<file path="src/rtl/cam_access_arbiter.sv">
// Two-requester round-robin front end for the 4-entry CAM's single command port.
// Optional read hit/miss counters are enabled by defining CAM_ACCESS_STATS_EN.
module cam_access_arbiter #(
  parameter int ADDR_W = 4,
  parameter int DATA_W = 4,
  parameter int MEM_LAT = 1,
  parameter logic [ADDR_W-1:0] IDLE_ADDR = 4'hF
) (
  input  logic              clk,
  input  logic              rst,
  input  logic              r0_req,
  input  logic              r0_wr,
  input  logic [ADDR_W-1:0] r0_addr,
  input  logic [DATA_W-1:0] r0_wdata,
  output logic              r0_ack,
  output logic [DATA_W-1:0] r0_rdata,
  output logic              r0_hit,
  input  logic              r1_req,
  input  logic              r1_wr,
  input  logic [ADDR_W-1:0] r1_addr,
  input  logic [DATA_W-1:0] r1_wdata,
  output logic              r1_ack,
  output logic [DATA_W-1:0] r1_rdata,
  output logic              r1_hit,
  output logic              mem_wr,
  output logic [ADDR_W-1:0] mem_addr,
  output logic [DATA_W-1:0] mem_wdata,
  input  logic [DATA_W-1:0] mem_rdata,
  input  logic              mem_hit,
  output logic              busy
`ifdef CAM_ACCESS_STATS_EN
  ,
  output logic [7:0]        hit_cnt,
  output logic [7:0]        miss_cnt
`endif
);

  typedef enum logic [2:0] {IDLE, ISSUE, WAIT, CAPTURE, RESP} state_t;

  localparam logic [1:0] CNT_INIT = (MEM_LAT > 1) ? 2'(MEM_LAT - 2) : 2'd0;

  state_t            state, next_state;
  logic [1:0]        cnt;
  logic              cmd_wr, cmd_id, last_grant;
  logic              any_req, grant_id;
  logic              sel_wr;
  logic [ADDR_W-1:0] sel_addr;
  logic [DATA_W-1:0] sel_wdata;
  logic              mem_wr_d, ack0_d, ack1_d, busy_d;
  logic [ADDR_W-1:0] mem_addr_d;
  logic [DATA_W-1:0] mem_wdata_d;

  // Under contention the requester not served last wins; a lone request wins outright.
  assign any_req   = r0_req | r1_req;
  assign grant_id  = (r0_req & r1_req) ? ~last_grant : r1_req;
  assign sel_wr    = grant_id ? r1_wr    : r0_wr;
  assign sel_addr  = grant_id ? r1_addr  : r0_addr;
  assign sel_wdata = grant_id ? r1_wdata : r0_wdata;

  always_ff @(posedge clk) begin
    if (rst) state <= IDLE;
    else     state <= next_state;
  end

  always_comb begin
    next_state = state;
    case (state)
      IDLE:    if (any_req) next_state = ISSUE;
      ISSUE:   next_state = (MEM_LAT > 1) ? WAIT : CAPTURE;
      WAIT:    if (cnt == 2'd0) next_state = CAPTURE;
      CAPTURE: next_state = RESP;
      RESP:    next_state = IDLE;
      default: next_state = IDLE;
    endcase
  end

  // Next values for the registered outputs; the memory port only leaves the
  // parking address for the single ISSUE cycle.
  always_comb begin
    mem_wr_d    = 1'b0;
    mem_addr_d  = IDLE_ADDR;
    mem_wdata_d = '0;
    if (state == IDLE && any_req) begin
      mem_wr_d    = sel_wr;
      mem_addr_d  = sel_addr;
      mem_wdata_d = sel_wdata;
    end
    ack0_d = (state == CAPTURE) && !cmd_id;
    ack1_d = (state == CAPTURE) && cmd_id;
    busy_d = (next_state != IDLE);
  end

  always_ff @(posedge clk) begin
    if (rst) begin
      mem_wr     <= 1'b0;
      mem_addr   <= IDLE_ADDR;
      mem_wdata  <= '0;
      r0_ack     <= 1'b0;
      r1_ack     <= 1'b0;
      r0_rdata   <= '0;
      r1_rdata   <= '0;
      r0_hit     <= 1'b0;
      r1_hit     <= 1'b0;
      busy       <= 1'b0;
      cmd_wr     <= 1'b0;
      cmd_id     <= 1'b0;
      last_grant <= 1'b1;
      cnt        <= 2'd0;
    end else begin
      mem_wr    <= mem_wr_d;
      mem_addr  <= mem_addr_d;
      mem_wdata <= mem_wdata_d;
      r0_ack    <= ack0_d;
      r1_ack    <= ack1_d;
      busy      <= busy_d;
      if (state == IDLE && any_req) begin
        cmd_wr     <= sel_wr;
        cmd_id     <= grant_id;
        last_grant <= grant_id;
      end
      if (state == ISSUE)     cnt <= CNT_INIT;
      else if (state == WAIT) cnt <= cnt - 2'd1;
      // Writes return zeroed data/hit so a stale read result is never re-acked.
      if (state == CAPTURE) begin
        if (!cmd_id) begin
          r0_rdata <= cmd_wr ? '0 : mem_rdata;
          r0_hit   <= !cmd_wr && mem_hit;
        end else begin
          r1_rdata <= cmd_wr ? '0 : mem_rdata;
          r1_hit   <= !cmd_wr && mem_hit;
        end
      end
    end
  end

`ifdef CAM_ACCESS_STATS_EN
  always_ff @(posedge clk) begin
    if (rst) begin
      hit_cnt  <= 8'd0;
      miss_cnt <= 8'd0;
    end else if (state == CAPTURE && !cmd_wr) begin
      if (mem_hit && hit_cnt != 8'hFF)   hit_cnt  <= hit_cnt + 8'd1;
      if (!mem_hit && miss_cnt != 8'hFF) miss_cnt <= miss_cnt + 8'd1;
    end
  end
`endif

endmodule

</file>
<file path="config.mk">
export PLATFORM = sky130hd
export DESIGN_NAME = cam_access_arbiter
export DESIGN_NICKNAME = d
export VERILOG_FILES = /design/src/rtl/cam_access_arbiter.sv
export SDC_FILE = /design/constraint.sdc
export NUM_CORES = 1
export LEC_CHECK = 0
export CAP_MARGIN = 5
export CORE_ASPECT_RATIO = 0.8
export CORE_UTILIZATION = 35
export CTS_BUF_LIST = sky130_fd_sc_hd__clkbuf_2 sky130_fd_sc_hd__clkbuf_4 sky130_fd_sc_hd__clkbuf_8
export CTS_CLUSTER_SIZE = 28
export DETAILED_ROUTE_END_ITERATION = 16
export HOLD_SLACK_MARGIN = 0.08
export PLACE_DENSITY = 0.67
export SYNTH_ARGS = -nofsm -noshare
export SYNTH_HDL_FRONTEND = slang
export SYNTH_SLANG_ARGS = --single-unit
</file>
<file path="constraint.sdc">
create_clock -name clk -period 2.2 [get_ports clk]
set_input_delay 0.55 -clock clk [delete_from_list [all_inputs] [get_ports clk]]
set_output_delay 0.55 -clock clk [all_outputs]
set_load 0.02 [all_outputs]
</file>
Yosys cells after proc, flatten, opt, wreduce, memory -nomap -nowiden
Index checks and enable logic that the tools add are counted.

Register bits: 30. Bits of input ports: 27. Memories: 0. Latch bits: 0. Bits in read-only memories: 0. RAM bits: 0.

Reductions and logical operators: 13. Eq/ne operators: 3. Div/mod/pow operators: 0. $mul: 0. Multiplexer cells: 8. Magnitude comparators: 0. Bitwise logic cells: 5. Shift operators: 0. Add/sub/neg operators: 1.

Operators by type and width (number): 2-to-1 mux 4 bit (3); one-hot mux 3 bit (4 select lines) (1); == test 3 x 2 -> 1 bit, second input constant (2); 2-to-1 mux 3 bit (2); logical AND 1 bit (4); AND reduction 2 bit (2); OR reduction 2 bit (2); == test 3 x 1 -> 1 bit, second input constant (1); zero test 3 bit (1); inverter 1 bit (3); nonzero test 3 bit (1); zero test 1 bit (2); zero test 2 bit (1); 2-to-1 mux 1 bit (2); subtractor 2 x 1 -> 2 bit, second input constant (1); AND 1 bit (1); bitwise OR 1 bit (1).

Longest topological paths before layout
Gate-level depths: netlist of run 1.

Word-level depth: 4. Mapped depth: 5.

Worst setup path after synthesis of run 1
Ideal clock, no wire load.

Path type: input -> register. Start point: input r1_req. End point: register cmd_wr. Arrival: 1.120 ns. Required time: 2.072 ns. Slack: 0.953 ns. Stages on the path: 4. Library setup time: 0.128 ns. Cells stage by stage: a21bo_1 > buf_6 > mux2i_1 > a211oi_1.

Word-level cells in the longest chain between the ends: 3.

RTL lines: start, declared (line 18) `input logic r1_req,`; AND 1 bit (line 55) `assign grant_id = (r0_req & r1_req) ? ~last_grant : r1_req;`; 2-to-1 mux 1 bit (line 55); 2-to-1 mux 1 bit (line 56) `assign sel_wr = grant_id ? r1_wr : r0_wr;`; end signal, assigned (line 117) `cmd_wr <= sel_wr;`; end, declared (line 44) `logic cmd_wr, cmd_id, last_grant;`.

Several ways; a longest one is shown, not always the timed one. A chain may end at the register's enable or synchronous reset.

Worst setup path in the final report of run 1
Start point: register r0_rdata[0]. End point: output r0_rdata[0].

RTL lines: start, declared (line 16) `output logic [DATA_W-1:0] r0_rdata,`; start signal, assigned (line 126) `r0_rdata <= cmd_wr ? '0 : mem_rdata;`.

No word-level cell between the ends.

==> impl_metrics.ini, run 1 <==
[status]
outcome = finished, final reports clean

[pwr]
p_seq_frac = 0.460
ir_worst_vdd_mv = 0.440
clkPwrFrac = 0.329
switching_share = 0.278
switching_power_uw = 390
leakage_nw = 0.745
p_per_area_nw_per_um2 = 778
p_int_mw = 1.01
power.share.combinational = 0.211

[floorplan]
die_w_microns = 67.9
ioPinCount = 49
start_util = 0.381
die_h_microns = 54.8
core-area_sq_um = 3200
row_count = 18
dieArea_sq_um = 3720

[final_layout]
instances_no_fill = 221
nNetsFinal = 208
insertedDiodeCount = 0
nFillCells = 289
seqCellArea_sq_um = 601
drive_gt1_frac = 0.0829
multiInputGateArea_sq_um = 547
area_delta_synth_final_pct = 47.8
stdcell_area_sq_um = 1800

[detailed_routing]
wirelength_microns = 2840
drcViolationCount = 0
first_pass_iters = 4
drt_iter0_drc = 48
wire_per_inst_microns = 12.9
vias_per_cell = 4.80
drtAntennaViolNets = 0
num_vias = 1060

[synth]
netlist_instances = 131
yosysTopAreaCell = dfxtp_1
synth_top_family_by_area = simple AND/OR/NAND/NOR gates
synthTopCellsByArea = dfxtp_1 49%, mux2i_1 9.0%, nand2_1 4.9%
ys_types = 34
synth-warning-count = 0
synthMuxAreaShare = 0.0904
synth_fa_ha_area_frac = 0.0103
yosysSeqAreaShare = 0.493
async_flop_share = 0
syn_nets = 159
ys_seq_elements = 30
synth_compound_gate_area_share = 0.0987
syn_area_per_cell_sq_um = 9.29
synth-edff-count = 0
synthSimpleGateAreaFrac = 0.243
syn_area_sq_um = 1220
synthXorXnorAreaFrac = 0.00719
synth_top_area_share = 0.493
ys.flop_type = dfxtp_1

[place]
io_buffers = 48
gp_routability_congestion = 0.808
placed_cells = 213
place_area_sq_um = 1700
dp_hpwl_microns = 2110

[timing]
finalCritPeriodShare = 0.806
tightest_slew_ns = 0.444
timing.setup.tns_ns = 0
period_needed_ns = 1.77
fmax_mhz = 564
rsz0062_at_grt = false
setup_viol = 0
finalHoldViolCount = 0
finClkSkew_ns = 0.00349
max_slew_margin = 0.704
final_max_slew_viol_count = 0

[clock_tree]
tritoncts = done
clkSlewWorstSetupHoldPaths_ns = 0.06
cts_resized = 0
numCtsBuffers = 5
clkLatencyLatePin_ns = 0.27
cts.sinks = 30
cts.path.max_buffers = 2
cts_root_buf = clkbuf_8
postCtsSetupBuffers = 0
hold_buffers = 0
htreeDepth = 2

[critical_path]
ff2ff_setup_slack_ns = 0.79
timing.critical_path.cells = clkdlybuf4s50_1
cp.required_ns = 1.65
crit_arrival_ns = 1.22
start_kind = register
cpPeakStageDelay_ns = 0.61
cp_max_fo = 2
cp_num_buf_inv = 1
path_delay_family = buffers and inverters
cp-end-kind = output port
worstSetupPathType = register to output port
critical_path.slowest_cell = clkdlybuf4s50_1

[min_path]
min-delay-path-class = register to register

[grt]
grt_pass1_vias = 984
grt_pass1_wl_microns = 4310
antenna_found_initial = 0
grt.overflow.total = 0
grt_usage = 0.161
grt_max_degree = 19

[job]
cap_violations = 0
per-layer routing:
metal,up-vias,wire (microns),track usage
met3,4,111,0.0563
met2,23,1290,0.271
li1,542,-,-
met1,491,1410,0.192
met5,-,0,0
met4,0,26,0.0521
layout make-up:
cell class,instances,area share
sequential,30,0.334
multi-input combinational,89,0.304
timing repair buffer,49,0.271
clock buffer,7,0.0501
tap,40,0.0278
inverter,5,0.0104
clock inverter,1,0.00278
through the flow:
step	util	setup WS (ns)	total power [mW]	hold WS, ns
finish	0.563	0.427	1.40	0.491
global route	0.563	0.355	1.47	0.517
CTS	0.563	0.411	1.41	0.496
detailed placement	0.533	0.326	0.953	0.488
global placement	0.533	0.377	0.942	0.477
floorplan	-	0.953	0.836	0.446
placed cells by master (no fill, tap or decap), types with 2 or more instances in the layout:
| cell type | n |
|---|---|
| nor2_1 | 14 |
| nand3_1 | 5 |
| dfxtp_1 | 30 |
| clkbuf_8 | 6 |
| mux2i_1 | 11 |
| inv_1 | 5 |
| a21oi_1 | 7 |
| nand2_1 | 16 |
| o21ai_0 | 4 |
| and2_0 | 2 |
| nor3_1 | 4 |
| nor2b_1 | 6 |
| and3_1 | 2 |
| clkdlybuf4s50_1 | 48 |
power groups by stage:
stage	clock network [mW]	registers [mW]	logic (mW)
3_5_place_dp	0	0.656	0.297
5_1_grt	0.499	0.651	0.322
3_3_place_gp	0	0.654	0.288
6_report	0.461	0.644	0.295
2_1_floorplan	0	0.659	0.177
4_1_cts	0.469	0.645	0.298
flip-flops by register name, indices dropped and copies added, names as in the netlist, 2 cells and up:
register and count:
cnt 2, mem_addr 4, mem_wdata 4, r0_rdata 4
r1_rdata 4, state 3
worst paths after layout:
check,from,to,depth (start not counted)
setup reg to reg,state[0],r0_hit,3
hold / removal,cnt[1],cnt[1],2
hold reg to reg,cnt[1],cnt[1],2
setup / recovery,r0_rdata[0],r0_rdata[0],1
synthesized netlist by cell type (all sizes together), types with 2 or more instances:
cell	n
nand2	16
and3	2
a21oi	7
mux2i	11
o21ai	4
or2	2
inv	5
nor2b	6
nor3	5
nor2	15
buf	6
nand3	5
and2	3
dfxtp	30
worst reg2reg max path, delay by kind of cell (launching register included):
family           cells  cell delay [ns]
flip-flops           1             0.53
AND/OR/NAND/NOR      2             0.52
multiplexers         1             0.24
logic make-up (layout without fill, tap and decap cells):
| logic type | count (synthesis) | in the layout |
|---|---|---|
| and+or+nand+nor | 58 | 58 |
| DFF | 30 | 30 |
| AOI/OAI and AO/OA | 18 | 18 |
| buffers and inverters | 12 | 62 |
| muxes | 11 | 11 |
| adders and majority gates | 1 | 1 |
| xor gates and xnor gates | 1 | 1 |
Power figures use the tool's default switching activity.
==> inputs of run 2 (changes only) <==
Clock period 2.2 ns to 1.8 ns, I/O delays scaled along.
==> run 2 against run 1 <==
Die area stayed put. First-iteration DRC count is 38% higher. Sequential power is 22% higher. Cell count is 0.45% lower. Setup slack worse by 0.30 ns. Flip-flop and latch count stayed put. Clock power is 12% higher. Global-route usage is 0.47 points higher. Combinational power is 24% higher. Critical endpoint unchanged. Largest cell class unchanged. Highest routed layer unchanged.
==> impl_metrics.ini, run 2 (synthesis results as in run 1) <==
[clock_tree]
cts.path.max_buffers = 2
clkSlewWorstSetupHoldPaths_ns = 0.06
cts_resized = 0
cts.sinks = 30
postCtsSetupBuffers = 0
cts_root_buf = clkbuf_8
numCtsBuffers = 5
clkLatencyLatePin_ns = 0.27
tritoncts = done
hold_buffers = 0
htreeDepth = 2

[critical_path]
critical_path.slowest_cell = clkdlybuf4s50_1
cpPeakStageDelay_ns = 0.61
cp.required_ns = 1.35
cp-end-kind = output port
path_delay_family = buffers and inverters
cp_max_fo = 2
start_kind = register
cp_num_buf_inv = 1
worstSetupPathType = register to output port
timing.critical_path.cells = clkdlybuf4s50_1
crit_arrival_ns = 1.22

[timing]
timing.setup.tns_ns = 0
max_slew_margin = 0.719
final_max_slew_viol_count = 0
finClkSkew_ns = 0.00278
finalCritPeriodShare = 0.929
tightest_slew_ns = 0.422
fmax_mhz = 598
setup_ws_ns = 0.128
finalHoldViolCount = 0
period_needed_ns = 1.67
setup_viol = 0
fin_hold_ws_ns = 0.496
rsz0062_at_grt = false

[floorplan]
ioPinCount = 49
row_count = 18
dieArea_sq_um = 3720
die_w_microns = 67.9
core-area_sq_um = 3200
start_util = 0.381
die_h_microns = 54.8

[final_layout]
nNetsFinal = 209
insertedDiodeCount = 0
finalCoreUtilization = 0.561
area_delta_synth_final_pct = 47.4
instances_no_fill = 220
drive_gt1_frac = 0.0778
final_common_cell = clkdlybuf4s50_1
stdcell_area_sq_um = 1790
layout_common_cells = 48 x clkdlybuf4s50_1, 30 x dfxtp_1, 16 x nand2_1, 14 x nor2_1, 11 x mux2i_1

[min_path]
min-delay-path-class = register to register

[grt]
grt_usage = 0.166
grt_pass1_wl_microns = 4370
antenna_found_initial = 0
grt_max_degree = 19
grt.overflow.total = 0
grt_pass1_vias = 934

[place]
post-place-ws_ns = 0.00870
io_buffers = 48
placed_cells = 214
dp_hpwl_microns = 2110
gp_routability_congestion = 0.697
place_area_sq_um = 1710

[pwr]
power.total_mw = 1.67
ir_worst_vdd_mv = 0.521
p_per_area_nw_per_um2 = 931
leakage_nw = 0.742

[detailed_routing]
vias_per_cell = 4.80
wirelength_microns = 2800
drtAntennaViolNets = 0
wire_per_inst_microns = 12.7
first_pass_iters = 4
drcViolationCount = 0
drt_iter0_drc = 66
num_vias = 1055

[status]
outcome = finished, final reports clean

[job]
cap_violations = 0
-- run 2: changes by cell type in the layout (fill, tap and decap cells not counted), sizes merged --
cell and change:
clkbuf -1, clkinv -1, buf +1
-- run 2: routing by layer --
metal | part of all wire | track usage | vias up
met3 | 0.060 | 0.0500 | 5
met5 | 0 | 0 | -
li1 | - | - | 537
met2 | 0.46 | 0.250 | 27
met4 | 0.012 | 0.0729 | 0
met1 | 0.47 | 0.218 | 486
-- run 2: cell type report --
class                           count  area, sq um
Timing Repair Buffer               50          495
Inverter                            5         18.8
Fill cell                         265         1400
Tap cell                           40         50.0
Sequential cell                    30          601
Clock buffer                        6         82.6
Multi-Input combinational cell     89          547
-- run 2: path summary, 6_finish.rpt --
| check | from | endpoint | slack [ns] | depth (start not counted) |
|---|---|---|---|---|
| max | r0_rdata[0] | r0_rdata[0] | 0.13 | 1 |
| min | r0_rdata[3] | r0_rdata[3] | 0.50 | 2 |
| max reg2reg | state[0] | r0_rdata[2] | 0.40 | 3 |
| min reg2reg | r0_rdata[3] | r0_rdata[3] | 0.50 | 2 |
-- run 2: report_power, final --
part	switching [mW]	internal (mW)	total (mW)
Combinational	0.174	0.191	0.365
Clock	0.224	0.294	0.518
Sequential	0.0628	0.725	0.787
==> inputs of run 3 (changes only) <==
Settings changed: CORE_MARGIN set to 3.
==> run 3 against run 2 <==
Global-route usage is 0.22 points higher. Critical path depth stayed put. Clock-buffer cell count is 2 higher. Via count is 3.7% higher. Sequential power hardly changed. Register-to-register slack hardly changed. Sequential share of layout area is 0.64 points lower. Flip-flop and latch count stayed put. Combinational power is 2% higher. Core utilization is 1.1 points higher. Largest cell class unchanged.
==> impl_metrics.ini, run 3 (synthesis results as in run 1) <==
[place]
dp_hpwl_microns = 2370
io_buffers = 48
place_area_sq_um = 1720
gp_routability_congestion = 0.742

[detailed_routing]
drcViolationCount = 0
vias_per_cell = 4.91
first_pass_iters = 4
wire_per_inst_microns = 14.1
drtAntennaViolNets = 0
num_vias = 1094
wirelength_microns = 3150
drt_iter0_drc = 62

[critical_path]
path_delay_family = buffers and inverters
cp-end-kind = output port
start_kind = register
cp_max_fo = 2
cp.required_ns = 1.35
critical_path.slowest_cell = clkdlybuf4s50_1
worstSetupPathType = register to output port
crit_arrival_ns = 1.24
timing.critical_path.cells = clkdlybuf4s50_1
cpPeakStageDelay_ns = 0.61
cp_num_buf_inv = 1

[clock_tree]
cts_resized = 0
cts.sinks = 30
clkSlewWorstSetupHoldPaths_ns = 0.06
postCtsSetupBuffers = 0
htreeDepth = 2
tritoncts = done
numCtsBuffers = 5
cts.path.max_buffers = 2
hold_buffers = 0
cts_root_buf = clkbuf_8
clkLatencyLatePin_ns = 0.28

[timing]
rsz0062_at_grt = false
max_slew_margin = 0.716
setup_viol = 0
finalHoldViolCount = 0
finClkSkew_ns = 0.00544
final_max_slew_viol_count = 0
finalCritPeriodShare = 0.939
timing.setup.tns_ns = 0
period_needed_ns = 1.69
fmax_mhz = 592
tightest_slew_ns = 0.426

[final_layout]
seqCellArea_sq_um = 601
area_delta_synth_final_pct = 50.3
nNetsFinal = 210
insertedDiodeCount = 0
nFillCells = 294
layout_common_cells = 48 x clkdlybuf4s50_1, 30 x dfxtp_1, 16 x nand2_1, 14 x nor2_1, 11 x mux2i_1
stdcell_area_sq_um = 1830
finalCoreUtilization = 0.572
multiInputGateArea_sq_um = 547
drive_gt1_frac = 0.0929
final_common_cell = clkdlybuf4s50_1

[floorplan]
die_h_microns = 58.8
die_w_microns = 71.9
start_util = 0.381
core-area_sq_um = 3200
ioPinCount = 49
row_count = 18
dieArea_sq_um = 4230

[grt]
grt_pass1_wl_microns = 5290
grt_usage = 0.168
grt_max_degree = 19
grt.overflow.total = 0
grt_pass1_vias = 1116
antenna_found_initial = 0

[min_path]
min-delay-path-class = register to register

[status]
outcome = finished, final reports clean

[pwr]
p_per_area_nw_per_um2 = 976
ir_worst_vdd_mv = 0.495
leakage_nw = 0.761

[job]
cap_violations = 0
==> run 3: power by group <==
part / leakage [nW] / switching (mW) / total [mW] / internal (mW)
registers: 0.245 / 0.0620 / 0.786 / 0.724
clock network: 0.0575 / 0.240 / 0.626 / 0.385
logic: 0.458 / 0.180 / 0.373 / 0.193
total: 0.761 / 0.482 / 1.78 / 1.30
==> run 3: path summary, 6_finish.rpt <==
path / start / endpoint / slack (ns) / depth (start not counted)
max: r0_hit / r0_hit / 0.11 / 1
min reg2reg: r1_hit / r1_hit / 0.50 / 2
min: r1_hit / r1_hit / 0.50 / 2
max reg2reg: state[0] / r0_hit / 0.39 / 3
==> run 3: routing by layer <==
layer	vias up	share of wire	track usage
li1	542	-	-
met1	522	0.44	0.191
met2	26	0.49	0.281
met3	4	0.062	0.0683
met4	0	0.0099	0.0697
met5	-	0	0
==> run 3: layout make-up <==
| cell class | count | area share |
|---|---|---|
| Multi-Input combinational cell | 89 | 0.299 |
| Inverter | 5 | 0.0103 |
| Sequential cell | 30 | 0.328 |
| Timing Repair Buffer | 51 | 0.275 |
| Tap cell | 40 | 0.0274 |
| Clock buffer | 8 | 0.0602 |
==> run 3: stage by stage <==
step | cells | hold WS [ns] | power, mW | setup slack [ns]
6_report | 223 | 0.497 | 1.78 | 0.110
3_3_place_gp | 215 | 0.477 | 1.16 | 0.141
4_1_cts | 223 | 0.501 | 1.81 | 0.0908
3_5_place_dp | 215 | 0.486 | 1.18 | 0.114
2_1_floorplan | 131 | 0.446 | 1.02 | 0.653
5_1_grt | 223 | 0.518 | 1.89 | 0.0624
